--- src/rtl/systolic_array.sv ---
// Output-stationary N x N systolic multiplier, C = A * B, self-starting on reset release.
// Optional macro SA_INPUT_LATCH_EN snapshots both operand matrices at edge 1 and feeds from the copy.
//
// state  | meaning
// S_LOAD | capture operand snapshot (only used with SA_INPUT_LATCH_EN)
// S_RUN  | feeding skewed operands, one step per edge
// S_DONE | all products accumulated, everything frozen until reset
module systolic_array #(
    parameter int N      = 4,
    parameter int DATA_W = 4,
    parameter int RES_W  = 11
) (
    input  logic              clk_i,
    input  logic              rst_i,
    input  logic [DATA_W-1:0] MatA_i         [N][N],
    input  logic [DATA_W-1:0] MatB_i         [N][N],
    output logic [RES_W-1:0]  resultMatrix_o [N][N],
    output logic              done_o
);

    localparam int LAST  = 3*N - 3;
    localparam int CNT_W = $clog2(LAST + 1);

    typedef enum logic [1:0] {S_LOAD, S_RUN, S_DONE} state_t;

    state_t             state;
    logic [CNT_W-1:0]   step;
    logic               run;
    logic [DATA_W-1:0]  a_src [N][N];
    logic [DATA_W-1:0]  b_src [N][N];
    logic [DATA_W-1:0]  a_in  [N][N];
    logic [DATA_W-1:0]  b_in  [N][N];
    logic [DATA_W-1:0]  a_fwd [N][N];
    logic [DATA_W-1:0]  b_fwd [N][N];
    logic [2*DATA_W-1:0] prod [N][N];
    logic [RES_W-1:0]   acc   [N][N];

`ifdef SA_INPUT_LATCH_EN
    localparam state_t S_INIT = S_LOAD;

    always_ff @(posedge clk_i or posedge rst_i) begin
        if (rst_i) begin
            for (int i = 0; i < N; i++)
                for (int j = 0; j < N; j++) begin
                    a_src[i][j] <= '0;
                    b_src[i][j] <= '0;
                end
        end else if (state == S_LOAD) begin
            a_src <= MatA_i;
            b_src <= MatB_i;
        end
    end
`else
    localparam state_t S_INIT = S_RUN;

    assign a_src = MatA_i;
    assign b_src = MatB_i;
`endif

    always_ff @(posedge clk_i or posedge rst_i) begin
        if (rst_i) begin
            state  <= S_INIT;
            step   <= '0;
            done_o <= 1'b0;
        end else begin
            case (state)
                S_LOAD: state <= S_RUN;
                S_RUN: begin
                    if (step == CNT_W'(LAST)) begin
                        state  <= S_DONE;
                        done_o <= 1'b1;
                    end else begin
                        step <= step + 1'b1;
                    end
                end
                S_DONE: state <= S_DONE;
                default: state <= S_INIT;
            endcase
        end
    end

    assign run = (state == S_RUN);

    // Edge feeders apply the diagonal skew; interior PEs take their neighbours' forwarded copies.
    always_comb begin
        for (int i = 0; i < N; i++)
            for (int j = 0; j < N; j++) begin
                a_in[i][j] = '0;
                b_in[i][j] = '0;
            end
        for (int i = 0; i < N; i++)
            for (int k = 0; k < N; k++)
                if (int'(step) == i + k) a_in[i][0] = a_src[i][k];
        for (int j = 0; j < N; j++)
            for (int k = 0; k < N; k++)
                if (int'(step) == k + j) b_in[0][j] = b_src[k][j];
        for (int i = 0; i < N; i++)
            for (int j = 1; j < N; j++)
                a_in[i][j] = a_fwd[i][j-1];
        for (int i = 1; i < N; i++)
            for (int j = 0; j < N; j++)
                b_in[i][j] = b_fwd[i-1][j];
    end

    always_comb begin
        for (int i = 0; i < N; i++)
            for (int j = 0; j < N; j++)
                prod[i][j] = {{DATA_W{1'b0}}, a_in[i][j]} * {{DATA_W{1'b0}}, b_in[i][j]};
    end

    always_ff @(posedge clk_i or posedge rst_i) begin
        if (rst_i) begin
            for (int i = 0; i < N; i++)
                for (int j = 0; j < N; j++) begin
                    a_fwd[i][j] <= '0;
                    b_fwd[i][j] <= '0;
                    acc[i][j]   <= '0;
                end
        end else if (run) begin
            for (int i = 0; i < N; i++)
                for (int j = 0; j < N; j++) begin
                    a_fwd[i][j] <= a_in[i][j];
                    b_fwd[i][j] <= b_in[i][j];
                    acc[i][j]   <= acc[i][j] + RES_W'(prod[i][j]);
                end
        end
    end

    assign resultMatrix_o = acc;

endmodule

--- config.mk ---
export PLATFORM = sky130hd
export DESIGN_NAME = systolic_array
export DESIGN_NICKNAME = d
export VERILOG_FILES = /design/src/rtl/systolic_array.sv
export SDC_FILE = /design/constraint.sdc
export NUM_CORES = 1
export LEC_CHECK = 0
export ABC_AREA = 1
export BUFFER_PORTS_ARGS = -buffer_cell sky130_fd_sc_hd__buf_2
export CORE_UTILIZATION = 50
export CTS_CLUSTER_DIAMETER = 150
export CTS_CLUSTER_SIZE = 28
export DETAILED_ROUTE_END_ITERATION = 10
export PLACE_DENSITY = 0.71
export RECOVER_POWER = 50
export SLEW_MARGIN = 20
export SYNTH_ARGS = -nofsm -noshare
export SYNTH_HDL_FRONTEND = slang
export SYNTH_SLANG_ARGS = --single-unit
export TNS_END_PERCENT = 1
--- constraint.sdc ---
create_clock -name clk_i -period 10.6 [get_ports clk_i]
set_input_delay 0 -clock clk_i [delete_from_list [all_inputs] [get_ports clk_i]]
set_output_delay 0 -clock clk_i [all_outputs]
set_load 0.01 [all_outputs]
* Yosys cells after proc, flatten, opt, wreduce, memory -nomap -nowiden
Index checks and enable logic that the tools add are counted.
** Storage, ports and cells
- Bits in read-only memories :: 0
- Memories kept :: 0
- Bits in latches :: 0
- Flip-flop bits (word level) :: 279
- Bits in writable memories :: 0
** Operators by class
- Shift-type cells :: 0
- Equal/unequal tests :: 10
- $add $sub $neg :: 17
- Reduce and logical (&&, ||, !) cells :: 3
- Magnitude comparators :: 0
- Bitwise gates (word level) :: 1
- Divide/modulo/power cells :: 0
- $mul :: 16
- Mux-type cells :: 34
** Operators with widths (count)
- $add 11x8->11 :: 16
- $mul 4x4->8 :: 16
- $mux 4 :: 32
- $eq 4x4->1 const B :: 4
- $eq 4x3->1 const B :: 2
- $add 4x1->4 const B :: 1
- $eq 4x2->1 const B :: 1
- $logic_not 4->1 :: 1
- $pmux 2 s2 :: 1
- $reduce_and 2->1 :: 2
- $eq 2x1->1 const B :: 1
- $eq 2x2->1 const B :: 1
- $mux 2 :: 1
- $ne 2x1->1 const B :: 1
- $not 1->1 :: 1

* Longest topological paths before layout
- Word-level depth :: 7
- Mapped depth :: 26

* Worst setup path before layout
Ideal clock, no wire load.
- Path type :: register to register
- Start point :: register step[0]
- End point :: register acc (netlist bit resultMatrix_o[169])
- Data arrival time :: 3939 ps
- Buffers on the path :: 1
- Required time :: 10465 ps
- Stages on the path, launching flop included :: 18
- Slack :: 6526 ps
- Library setup time :: 135 ps
- Path through :: dfrtp_1 -> ha_1 -> buf_2 -> nor2_1 -> nand3_1 -> nand3_1 -> nand3_1 -> nand2_1 -> nand2_1 -> fa_1 -> fa_1 -> fa_1 -> inv_1 -> ha_1 -> or2_2 -> and2_1 -> nor2_1 -> o22ai_1
** Between the ends
- Cells in the longest elaborated chain, start to end :: 7
- Elaborated cells on any way between the ends :: 14
- Classes of those cells :: 1 x add/sub; 1 x mul; 3 x eq/ne; 8 x mux; 1 x reduce/logical
** Ends and longest elaborated chain
- start: declaration :: RTL line 27 : logic [CNT_W-1:0] step;
- start signal: assignment :: RTL line 73 : step <= step + 1'b1;
- $logic_not 4->1 :: RTL line 93, 96
- $mux 4, on equally long branches (4 in a row) :: RTL line 93, 96
- $mul 4x4->8 (*) :: RTL line 108 : prod[i][j] = {{DATA_W{1'b0}}, a_in[i][j]} * {{DATA_W{1'b0}}, b_in[i][j]};
- $add 11x8->11 (*) :: RTL line 124 : acc[i][j] <= acc[i][j] + RES_W'(prod[i][j]);
- end signal: indexed assignment :: RTL line 124
- end: declaration :: RTL line 36 : logic [RES_W-1:0] acc [N][N];
Every way passes the cells marked *; elsewhere a longest branch is shown, timed or not.
A chain may end at the register's enable or synchronous reset.

==> results.cfg <==
[run_status]
status = finished, violations left
violations = capacitance limit, slew limit

[timing]
tightest_slew_ns = 4.403
fmax_mhz = 161.2
post-route-min-period_ns = 6.203
setup_tns_ns = 0
setup_slack_ns = 4.397
finalHoldViolCount = 0
slew_headroom = -1.951
skew_ns = 0.02803
post-route-period-util = 0.5852
setup_viol = 0
maxSlewViolCount = 252
grt_setup_unrepaired = no

[global_route]
gr-usage-all-layers = 0.2668
grt_first_pass_wirelength_mm = 107.5
grt_pass1_vias = 20866
globalRouteOverflowTotal = 0
grt_start_max_net_pins = 110
antenna_found_initial = 17

[synthesis]
synth_async_sr_flop_share = 1.000
yosys.area_share.xor_xnor = 0.01019
synthMuxAreaShare = 0
netlist_area_um2 = 24930
synth_edf_count = 0
avgSynthCellArea_um2 = 7.327
yosys.area_share.adder = 0.2627
synth_compound_area_frac = 0.06510
synth_cell_types = 30
synthSimpleGateAreaFrac = 0.2708
synthCells = 3402
synth_ff_type = dfrtp_1
synth_top_family_by_area = simple AND/OR/NAND/NOR gates
synth_seq_cells = 279
seq_area_frac_synth = 0.2801
yosysWarnings = 0
syn-num-nets = 3969

[routing]
post_drt_via_cell_ratio = 5.030
drt_iter0_drc = 1369
ant_nets = 0
first_pass_iters = 5
drt_wl_total_mm = 66.10
num_vias = 21977
route.detailed.drc = 0
wire_per_inst_um = 15.13

[floorplanning]
die_h_um = 225.3
die_area_um2 = 50750
fp.dieW_um = 225.3
num_rows = 81
initial_utilization = 0.5082
core_um2 = 49050
io_pins = 307

[worst_setup_path]
path_buf_inv = 5
path_cells = dlygate4sd3_1 > buf_2 > clkinvlp_2 > clkbuf_1 > buf_4
arrival_ns = 6.72
cp_slowest_cell = clkinvlp_2
cp-start-kind = input pin
end_kind = asynchronous set/reset pin
rrSetupSlack_ns = 5.34
path_delay_family = buffers and inverters
required_ns = 11.12
cpPeakStageDelay_ns = 2.45
critPathMaxFanout = 90
worstSetupPathType = input pin to asynchronous set/reset pin

[power_and_ir_drop]
power.density_nw_per_um2 = 145.0
vdd_drop_max_v = 0.00009417
p_leak_nw = 15.62
power_mw = 4.001

[final_layout]
drive_gt1_frac = 0.05324
final_cell_mix = nand2_1 (1162), inv_1 (645), ha_1 (293), dfrtp_1 (278), nand3_1 (192)
final_common_cell = nand2_1
syn_to_final_growth_pct = 10.68
fillers = 4851
fin_nets = 4265
fin_cells = 4369
finalInstanceArea_um2 = 27590

[clock_tree]
cts.htree.levels = 1
cts_tree = built
root_buffer = clkbuf_16
cts_sinks = 279
clockBufferDepth = 3
clk_latency_ns = 0.52
cts_buffers = 13
clkTransAtPathRegs_ns = 0.11
cts.repair.resized = 0

[place]
pre_cts_slack_ns = 5.433
placed_area_um2 = 27050
io_buffers = 306
gp_congestion = 0.9227
dp_hpwl_mm = 51.86
dpl.cell_count = 4304

[hold_path]
min_path_type = input pin to flip-flop

[run]
cap_violations = 4
cells in the mapped netlist (3+ instances only):
cell,n,area [um2]
o21ai_0,163,815.8
fa_1,144,2883
nand3b_1,52,390.4
or2_0,6,37.54
a21boi_0,23,172.7
dfrtp_1,278,6957
and2_1,8,50.05
inv_1,647,2429
nand2_2,4,25.02
nand3_1,193,965.9
buf_4,3,22.52
clkbuf_1,36,135.1
or2_2,36,225.2
a21oi_1,100,500.5
buf_2,28,140.1
buf_1,9,33.78
a211oi_1,11,82.58
ha_1,293,3666
xnor2_1,20,175.2
o22ai_1,6,37.54
nor2_1,141,529.3
xor2_1,9,78.83
nand4_1,21,131.4
nand2_1,1162,4362
final cells by class:
| class | count | area [um2] | area share |
|---|---|---|---|
| multi-input combinational | 2398 | 15180 | 0.5503 |
| timing repair buffer | 357 | 1797 | 0.06512 |
| antenna | 5 | 12.51 | 0.0004535 |
| tap | 664 | 830.8 | 0.03011 |
| sequential | 279 | 6983 | 0.2531 |
| inverter | 649 | 2445 | 0.08861 |
| clock buffer | 17 | 340.3 | 0.01234 |
timing repair:
action,in CTS,in global routing
buffers inserted,0,0
hold endpoints to repair,120,0
hold buffers,43,0
worst register-to-register path, cell delays in order, from the launching register on:
cell      delay [ns]
dfrtp_1         0.48
nor2_4          0.58
nand2_2         0.46
inv_2           0.57
nand2_1         0.11
nand4_1         0.17
nand3_1         0.15
fa_1            0.59
fa_1            0.43
fa_1            0.50
inv_1           0.04
ha_1            0.30
or2_2           0.34
nand3_1         0.15
nand3_1         0.11
nand3b_1        0.10
nand2_1         0.06
worst paths after layout:
| kind | to | cells past startpoint | from |
|---|---|---|---|
| max reg2reg | resultMatrix_o[153]$_DFFE_PP0P_ | 16 | step[2]$_DFFE_PP0P_ |
| max in group clk_i | resultMatrix_o[153]$_DFFE_PP0P_ | 16 | step[2]$_DFFE_PP0P_ |
| max | b_fwd[31]$_DFFE_PP0P_ | 5 | rst_i |
| min | a_fwd[13]$_DFFE_PP0P_ | 7 | MatA_i[9] |
| min in group asynchronous | resultMatrix_o[174]$_DFFE_PP0P_ | 3 | rst_i |
| min reg2reg | done_o$_DFFE_PP0P_ | 2 | done_o$_DFFE_PP0P_ |
power breakdown:
part	total, mW	leakage, nW	internal, mW	switching [mW]
combinational	1.72	11.9	0.647	1.07
sequential	1.68	3.50	1.36	0.317
clock	0.605	0.165	0.230	0.375
flip-flops by register name (all words and copies together), names as in the netlist:
register        count
a_fwd              48
step                4
b_fwd              48
done_o              1
state               2
resultMatrix_o    176
kinds of logic after synthesis:
logic type | Yosys count
DFF | 279
buffers and inverters | 725
and+or+nand+nor | 1627
AOI/OAI and AO/OA | 305
xor gates and xnor gates | 29
adders and majority gates | 437
routing by layer:
layer / track usage / part of all wire
met2: 0.4318 / 0.45
met4: 0.07132 / 0.029
met1: 0.3674 / 0.45
met3: 0.04720 / 0.064
met5: 0 / 0.0025
per-stage QoR:
stage	utilization	hold WS (ns)
2_1_floorplan	-	0.2521
3_3_place_gp	0.5515	0.1758
3_5_place_dp	0.5515	0.1810
4_1_cts	0.5672	0.001337
5_1_grt	0.5624	0.05808
6_report	0.5625	0.01495
Note: power is estimated with default switching activity, not from simulation.
